==> src/rtl/rd_empty_ctrl.sv <==
// Read-side pointer/status controller for a dual-clock gray-pointer FIFO.
// Syncs the write gray pointer into rd_clk and tracks read pointer, empty, level and underflow.
module rd_empty_ctrl #(
  parameter int ADDR_SIZE = 4,
  parameter int AE_THRESH = 2
) (
  input  logic                 rd_clk,
  input  logic                 rd_rst,
  input  logic                 rd_inc,
  input  logic                 rd_clr_err,
  input  logic [ADDR_SIZE:0]   rd_wptr,
  output logic                 rd_empty,
  output logic                 rd_almost_empty,
  output logic [ADDR_SIZE-1:0] rd_addr,
  output logic [ADDR_SIZE:0]   rd_ptr,
  output logic [ADDR_SIZE:0]   rd_level,
  output logic                 rd_underflow
);

  localparam int PW = ADDR_SIZE + 1;
  localparam logic [PW-1:0] AE_T = PW'(AE_THRESH);

  logic [PW-1:0] wq1_q, wq2_q;
  logic [PW-1:0] bin_q, bin_d;
  logic [PW-1:0] ptr_q, ptr_d;
  logic [PW-1:0] level_q, level_d;
  logic [PW-1:0] wbin_sync;
  logic          empty_q, empty_d;
  logic          ae_q, ae_d;
  logic          uflow_q, uflow_d;
  logic          take;

  // Gray-to-binary of the synchronized write pointer: XOR prefix from the MSB down.
  always_comb begin
    wbin_sync = '0;
    wbin_sync[PW-1] = wq2_q[PW-1];
    for (int i = PW - 2; i >= 0; i--) begin
      wbin_sync[i] = wbin_sync[i+1] ^ wq2_q[i];
    end
  end

  always_comb begin
    take    = rd_inc & ~empty_q;
    bin_d   = bin_q + {{(PW-1){1'b0}}, take};
    ptr_d   = (bin_d >> 1) ^ bin_d;
    empty_d = (ptr_d == wq2_q);
    level_d = wbin_sync - bin_d;
    ae_d    = (level_d <= AE_T);
    // A fresh underflow beats a simultaneous clear.
    uflow_d = (rd_inc & empty_q) | (uflow_q & ~rd_clr_err);
  end

  always_ff @(posedge rd_clk) begin
    if (rd_rst) begin
      wq1_q   <= '0;
      wq2_q   <= '0;
      bin_q   <= '0;
      ptr_q   <= '0;
      level_q <= '0;
      empty_q <= 1'b1;
      ae_q    <= 1'b1;
      uflow_q <= 1'b0;
    end else begin
      wq1_q   <= rd_wptr;
      wq2_q   <= wq1_q;
      bin_q   <= bin_d;
      ptr_q   <= ptr_d;
      level_q <= level_d;
      empty_q <= empty_d;
      ae_q    <= ae_d;
      uflow_q <= uflow_d;
    end
  end

  assign rd_empty        = empty_q;
  assign rd_almost_empty = ae_q;
  assign rd_addr         = bin_q[ADDR_SIZE-1:0];
  assign rd_ptr          = ptr_q;
  assign rd_level        = level_q;
  assign rd_underflow    = uflow_q;

endmodule

==> config.mk <==
export PLATFORM = sky130hd
export DESIGN_NAME = rd_empty_ctrl
export DESIGN_NICKNAME = d
export VERILOG_FILES = /design/src/rtl/rd_empty_ctrl.sv
export SDC_FILE = /design/constraint.sdc
export NUM_CORES = 1
export LEC_CHECK = 0
export CORE_MARGIN = 5
export CORE_UTILIZATION = 39
export CTS_CLUSTER_SIZE = 28
export DETAILED_ROUTE_END_ITERATION = 8
export GPL_ROUTABILITY_DRIVEN = 0
export MAX_ROUTING_LAYER = met4
export REMOVE_ABC_BUFFERS = 1
export SYNTH_ARGS = -nofsm -noshare
export SYNTH_HDL_FRONTEND = slang
export SYNTH_SLANG_ARGS = --single-unit
export TNS_END_PERCENT = 10
==> constraint.sdc <==
create_clock -name rd_clk -period 5.7 [get_ports rd_clk]
set_clock_uncertainty 0.15 [all_clocks]
set_input_delay 0.57 -clock rd_clk [delete_from_list [all_inputs] [get_ports rd_clk]]
set_output_delay 0.57 -clock rd_clk [all_outputs]
set_load 0.02 [all_outputs]
==> summary.md, run 1 <==
| Metric | Value |
|---|---|
| Reg2reg start | `wq2_q[4]` |
| ANT cells | `0` |
| Critical Path Start Type | `primary input` |
| Design area | `about 1500 µm²` |
| Peak VDD IR | `between 0.1 and 0.15 mV` |
| Ratio of cells with drive above 1 in the final layout | `under 10%` |
| Number of max-cap violations | `0` |
| Htree depth | `1` |
| Initial core utilization | `roughly two fifths` |
| Detail Route Antenna Nets | `0` |
| Kind of critical path | `in -> reg` |
| Post-detailed-route DRC marker count | `0` |
| Ys Warns | `0` |
| Compound-gate portion of the synthesized area | `about 6.5%` |
| Slew headroom | `between 40% and 50%` |
| Endpoints failing setup | `0` |
| # rows | `20` |
| Core area | `between 3000 and 4000 µm²` |
| Min Tclk post-route | `between 3 and 4 ns` |
| Post-Synth Simple-Gate Area | `~18%` |
| Setup TNS | `0 ns` |
| Critical Path End Type | `flip-flop` |
| Reg2reg end | `rd_almost_empty` |
| Final period util | `60.16%` |
| Critical path cell sequence | `clkdlybuf4s50_1, nor2b_1, ha_1, xor2_1, inv_1, fa_1, and2_0, a221o_1, xor2_1, a2111oi_2` |
| Remaining Overflow, GRT | `0` |
| CTS tree | `built` |
| Final Non-Filler Cells | `170` |
| Hold_buf cts | `0` |
| Vias in the first global route | `778` |
| Area post-placement | `between 1000 and 1500 µm²` |
| Fmax | `291.6 MHz` |
| CP top delay family | `adder cells` |
| Max clock buf depth | `2` |
| Clk sinks | `27` |
| Via count | `803` |
| Die area | `4297 µm²` |
| Num CTS Buffers | `3` |
| Reg2reg setup slack | `approximately 2.4 ns` |
| Syn_area_per_cell | `around 11 µm²` |
| Die W | `approximately 66 µm` |
| Synthesized area | `approximately 1200 µm²` |
| Post-synth top flop | `dfxtp_1` |
| Top cell type's share of synthesized area | `between 40% and 50%` |
| Post-CTS Setup Bufs | `0` |
| Initial DRC count | `34` |
| Initial antenna violation count | `0` |
| Leak pwr | `slightly above 0.6 nW` |
| Filler cells | `around 300` |
| Synth area leader | `dfxtp_1` |
| Synth unique cells | `34` |
| Min-Delay Endpoint | `wq2_q[2]` |
| Req. time, crit path | `around 5.8 ns` |
| Crit path max fanout | `5` |
| RSZ-0062 raised after global routing | `false` |
| Ports | `26` |
| Main area contributors after synthesis | `dfxtp_1 45%, nor2b_1 7.8%, xor2_1 7.3%, ha_1 6.2%, xnor2_1 5.8%` |
| EDFF count, synth | `0` |
| Startpoint of the worst hold path | `wq1_q[2]` |
| Synth Area in XOR/XNOR | `between 10% and 20%` |
| Arr. time, crit path | `approximately 3.5 ns` |
| Synth Register Bits | `27` |
| DR pass1 iterations | `4` |
| Clock Latency Late Sink | `roughly 0.33 ns` |
| Mux cell area share after synthesis | `less than 1%` |
| Cell Pwr Density | `around 270 nW/µm²` |
| CP max stage cell | `clkdlybuf4s50_1` |
| Root buffer cell | `clkbuf_4` |
| Status | `finished clean` |
| Seq/Total Area, Yosys | `44.91%` |
| Synth Area in Adders | `under 10%` |
| Slowest stage delay, CP | `0.48 ns` |
| Largest family of logic cells by synthesized area | `XOR/XNOR gates` |
| P&R area growth vs syn | `24.22%` |
| Final Hold Fails | `0` |
| Number of nets in the layout | `~150` |
| Hpwl dp | `between 1500 and 2000 µm` |
| Fin Hold WS | `between 0.3 and 0.4 ns` |
| Clk slew on worst S/H paths | `approximately 0.15 ns` |
| Hold Path Depth | `1` |
| Asr flop ratio synth | `0%` |
| Cells on worst reg2reg path | `10` |
| Largest net degree at the start of global routing | `27` |
| WL final | `2014 µm` |
| Worst-margin pin slew | `roughly 0.9 ns` |
| # port buffers | `25` |
| Hold WC Path Type | `reg -> reg` |
| Crit path buf inv count | `2` |
| CP most frequent cell | `xor2_1` |
| DIE HEIGHT | `65.56 µm` |
| CTS resizes | `0` |
| Overall routing resource usage | `10.70%` |
| Placed insts | `around 170` |
| First-pass GRT wire length | `approximately 3500 µm` |
| Top-count cell post-synth | `dfxtp_1` |
| Vias/cell | `around 4.7` |
| Pins Over Slew Limit | `0` |
| Cells after Synth | `roughly 110` |
| Synth cell count leaders | `27 x dfxtp_1, 15 x nor2b_1, 10 x nor2_1, 10 x xor2_1, 8 x xnor2_1` |
| Final Util | `~50%` |
| Wire per inst | `approximately 12 µm` |
-- layout make-up --
type                    count  area (µm²)  area share (%)
clock buffers               3       22.52           1.506
clock inverters             1       5.005          0.3347
inverters                   4       15.01           1.004
multi-input cells          77       620.6           41.51
flip-flops and latches     27       540.5           36.15
well taps                  33       41.29           2.762
repair buffers             25       250.2           16.74
-- registers in the layout, indices dropped and copies added (netlist names) --
name,flops
rd_empty,1
rd_level,5
rd_underflow,1
wq2_q,5
rd_almost_empty,1
rd_ptr,4
bin_q,5
wq1_q,5
-- cell usage in the layout, fill, tap and decap left out, drive strengths merged, types with 2 or more instances in the layout --
master / instances
dfxtp: 27
xor2: 10
nand3: 2
clkbuf: 3
nor2b: 15
nor2: 10
ha: 6
clkdlybuf4s50: 25
xnor2: 9
inv: 4
and2: 4
nand2: 2
-- power by group --
group          switching [mW]  internal [mW]
logic                  0.0515         0.0559
clock network          0.0559         0.0263
registers             0.00660          0.205
total                   0.114          0.287
-- logic make-up after synthesis --
logic type      count (synthesis)
flops                          27
fa+ha+maj                       7
simple gates                   39
buf+inv                         9
compound gates                  9
xor+xnor                       21
mux                             1
-- worst reg2reg max path, stage by stage, from the launching register on --
cell       delay (ns)
dfxtp_1          0.40
xor3_2           0.49
xor2_1           0.34
xnor2_1          0.17
ha_1             0.20
inv_1            0.06
fa_1             0.40
and2_0           0.15
a221o_1          0.32
xor2_1           0.18
a2111oi_2        0.39
-- metal layers --
layer / up-vias / track usage [%] / part of all wire, %
met2: 21 / 17.32 / 46
met5: - / - / 0
li1: 413 / - / -
met4: 0 / 3.886 / 0.99
met3: 4 / 2.222 / 5.0
met1: 365 / 13.19 / 48
-- how the worst max path moves through the flow --
stage          depth (start not counted)              end      from  slack [ns]
2_1_floorplan                         10  rd_almost_empty  wq2_q[4]        2.61
3_3_place_gp                          10  rd_almost_empty    rd_inc        2.05
3_5_place_dp                          10  rd_almost_empty    rd_inc        1.94
4_1_cts                               10  rd_almost_empty    rd_inc        2.28
5_1_grt                               10  rd_almost_empty    rd_inc        2.10
6_report                              10  rd_almost_empty    rd_inc        2.27
-- through the flow --
step / worst slack, ns / power, mW
CTS: 2.279 / 0.4073
global placement: 2.047 / 0.3220
finish: 2.271 / 0.4012
floorplan: 2.613 / 0.2795
global route: 2.098 / 0.4279
detailed placement: 1.944 / 0.3247
(Power assumes the default switching activity.)
==> run 2: changes to the inputs <==
- clock period: 5.7 -> 3.5 ns (I/O delays scaled with it)
==> summary.md, run 2 (synthesis results as in run 1) <==
| Metric | Value |
|---|---|
| Vias/cell | `4.727 (about the same)` |
| Design area | `1510 µm² (+1.0%)` |
| Peak VDD IR | `0.1727 mV (+24%)` |
| Via count | `813 (+1.2%)` |
| Post-CTS Setup Bufs | `0 (unchanged)` |
| WL final | `1995 µm (-0.94%)` |
| Core area | `3003 µm² (unchanged)` |
| Ratio of cells with drive above 1 in the final layout | `7.194% (+1.4 points)` |
| Crit path max fanout | `3 (-2)` |
| Final Non-Filler Cells | `172 (+1.2%)` |
| Slowest stage delay, CP | `0.50 ns (+0.02 ns)` |
| Status | `finished clean` |
| RSZ-0062 raised after global routing | `false` |
| Fin Hold WS | `0.3023 ns (-0.001378 ns)` |
| DP Worst Slack | `0.1385 ns (-1.805 ns)` |
| Remaining Overflow, GRT | `0 (unchanged)` |
| Hold_buf cts | `0 (unchanged)` |
| Number of nets in the layout | `156 (+1.3%)` |
| Clock Latency Late Sink | `0.32 ns (about the same)` |
| Num CTS Buffers | `3 (unchanged)` |
| Arr. time, crit path | `3.40 ns (-0.11 ns)` |
| Min Tclk post-route | `around 3.3 ns` |
| Hold WC Path Type | `reg -> reg` |
| Initial core utilization | `40.08% (unchanged)` |
| First-pass GRT wire length | `3360 µm (-3.2%)` |
| ANT cells | `0 (unchanged)` |
| Endpoints failing setup | `0 (unchanged)` |
| # port buffers | `25 (unchanged)` |
| Largest net degree at the start of global routing | `17 (-37%)` |
| Max clock buf depth | `2 (unchanged)` |
| Number of max-cap violations | `0 (unchanged)` |
| Die W | `65.56 µm (unchanged)` |
| Slew headroom | `67.98% (+28 points)` |
| Reg2reg setup slack | `0.19 ns (-2.16 ns)` |
| Area post-placement | `1483 µm² (+1.0%)` |
| Wire per inst | `11.60 µm (-2.1%)` |
| Critical Path End Type | `flip-flop` |
| Placed insts | `168 (+1.2%)` |
| Setup TNS | `0 ns (unchanged)` |
| P&R area growth vs syn | `25.47%` |
| Post-detailed-route DRC marker count | `0 (unchanged)` |
| Final Hold Fails | `0 (unchanged)` |
| CTS resizes | `0 (unchanged)` |
| CP most frequent cell | `xor2_1` |
| Hpwl dp | `1588 µm (+0.68%)` |
| FF/Latch Area | `540.5 µm² (unchanged)` |
| Leak pwr | `0.6145 nW (+1.7%)` |
| Fmax | `~300 MHz` |
| CP top delay family | `XOR/XNOR gates` |
| Leading cell types in the layout, fill and taps excluded | `27 x dfxtp_1, 25 x clkdlybuf4s50_1, 15 x nor2b_1, 10 x xor2_1, 10 x nor2_1` |
| Clk slew on worst S/H paths | `0.15 ns (about the same)` |
| Worst-margin pin slew | `0.4768 ns (-0.4140 ns)` |
| Critical path cell sequence | `xor3_2, xor2_1, xnor2_1, ha_1, inv_1, fa_1, and2_0, a221o_1, xor2_1, a2111oi_2` |
| Final period util | `between 90 and 100%` |
| Final Util | `50.29% (+0.50 points)` |
| Cell Pwr Density | `433.1 nW/µm² (+61%)` |
| Initial DRC count | `33 (-2.9%)` |
| Clk sinks | `27 (unchanged)` |
| Multi-input gate area | `620.6 µm² (unchanged)` |
| Req. time, crit path | `3.59 ns (-2.19 ns)` |
| Kind of critical path | `reg -> reg` |
| Ports | `26 (unchanged)` |
| Filler cells | `299 (+1.0%)` |
| Critical Path Start Type | `flip-flop` |
| Root buffer cell | `clkbuf_4` |
| Htree depth | `1 (unchanged)` |
| DR pass1 iterations | `4 (unchanged)` |
| Vias in the first global route | `794 (+2.1%)` |
| Crit path buf inv count | `1 (-1)` |
| Final worst slack | `0.1923 ns (-2.079 ns)` |
| Power, Total | `654.1 µW (+63%)` |
| DIE HEIGHT | `65.56 µm (unchanged)` |
| CTS tree | `built` |
| Pins Over Slew Limit | `0 (unchanged)` |
| Detail Route Antenna Nets | `0 (unchanged)` |
| Initial antenna violation count | `0 (unchanged)` |
| CP max stage cell | `xor3_2` |
| # rows | `20 (unchanged)` |
| Most common cell after layout, fill and taps aside | `dfxtp_1` |
| Overall routing resource usage | `10.35% (-0.35 points)` |
| Die area | `4297 µm² (unchanged)` |
[run 2: changes by cell type in the layout (fill, tap and decap cells not counted), sizes merged]
cell  previous run  this run
buf              0         2
[run 2: where the power goes]
part           switching (mW)  leakage, nW  total [mW]  internal (mW)
clock network          0.0914       0.0177       0.134         0.0428
registers              0.0102        0.222       0.344          0.334
logic                  0.0843        0.375       0.176         0.0918
[run 2: cell type report]
cell class	instances	area share, %
clock buffer	3	1.491
clock inverter	1	0.3314
inverter	4	0.9942
multi-input combinational	77	41.09
sequential	27	35.79
tap	33	2.734
timing repair buffer	27	17.56
[run 2: final timing paths]
check / from / to / cells after the start
worst max-delay path: wq2_q[4] / rd_almost_empty / 10
worst min-delay path: wq1_q[3] / wq2_q[3] / 1
worst max register to register: wq2_q[4] / rd_almost_empty / 10
worst min register to register: wq1_q[3] / wq2_q[3] / 1
[run 2: layer usage]
metal | GRT usage (%) | wire, µm
met5 | - | 0
met4 | 4.922 | 50
met3 | 2.906 | 86
met2 | 16.31 | 872
met1 | 12.17 | 985
[run 2: worst register-to-register path, delay by kind of cell (launching register included)]
kind            cells  cell delay (ns)
fa+ha+maj           2             0.57
flops               1             0.41
simple gates        1             0.17
compound gates      2             0.69
xor+xnor            4             1.20
buf+inv             1             0.05
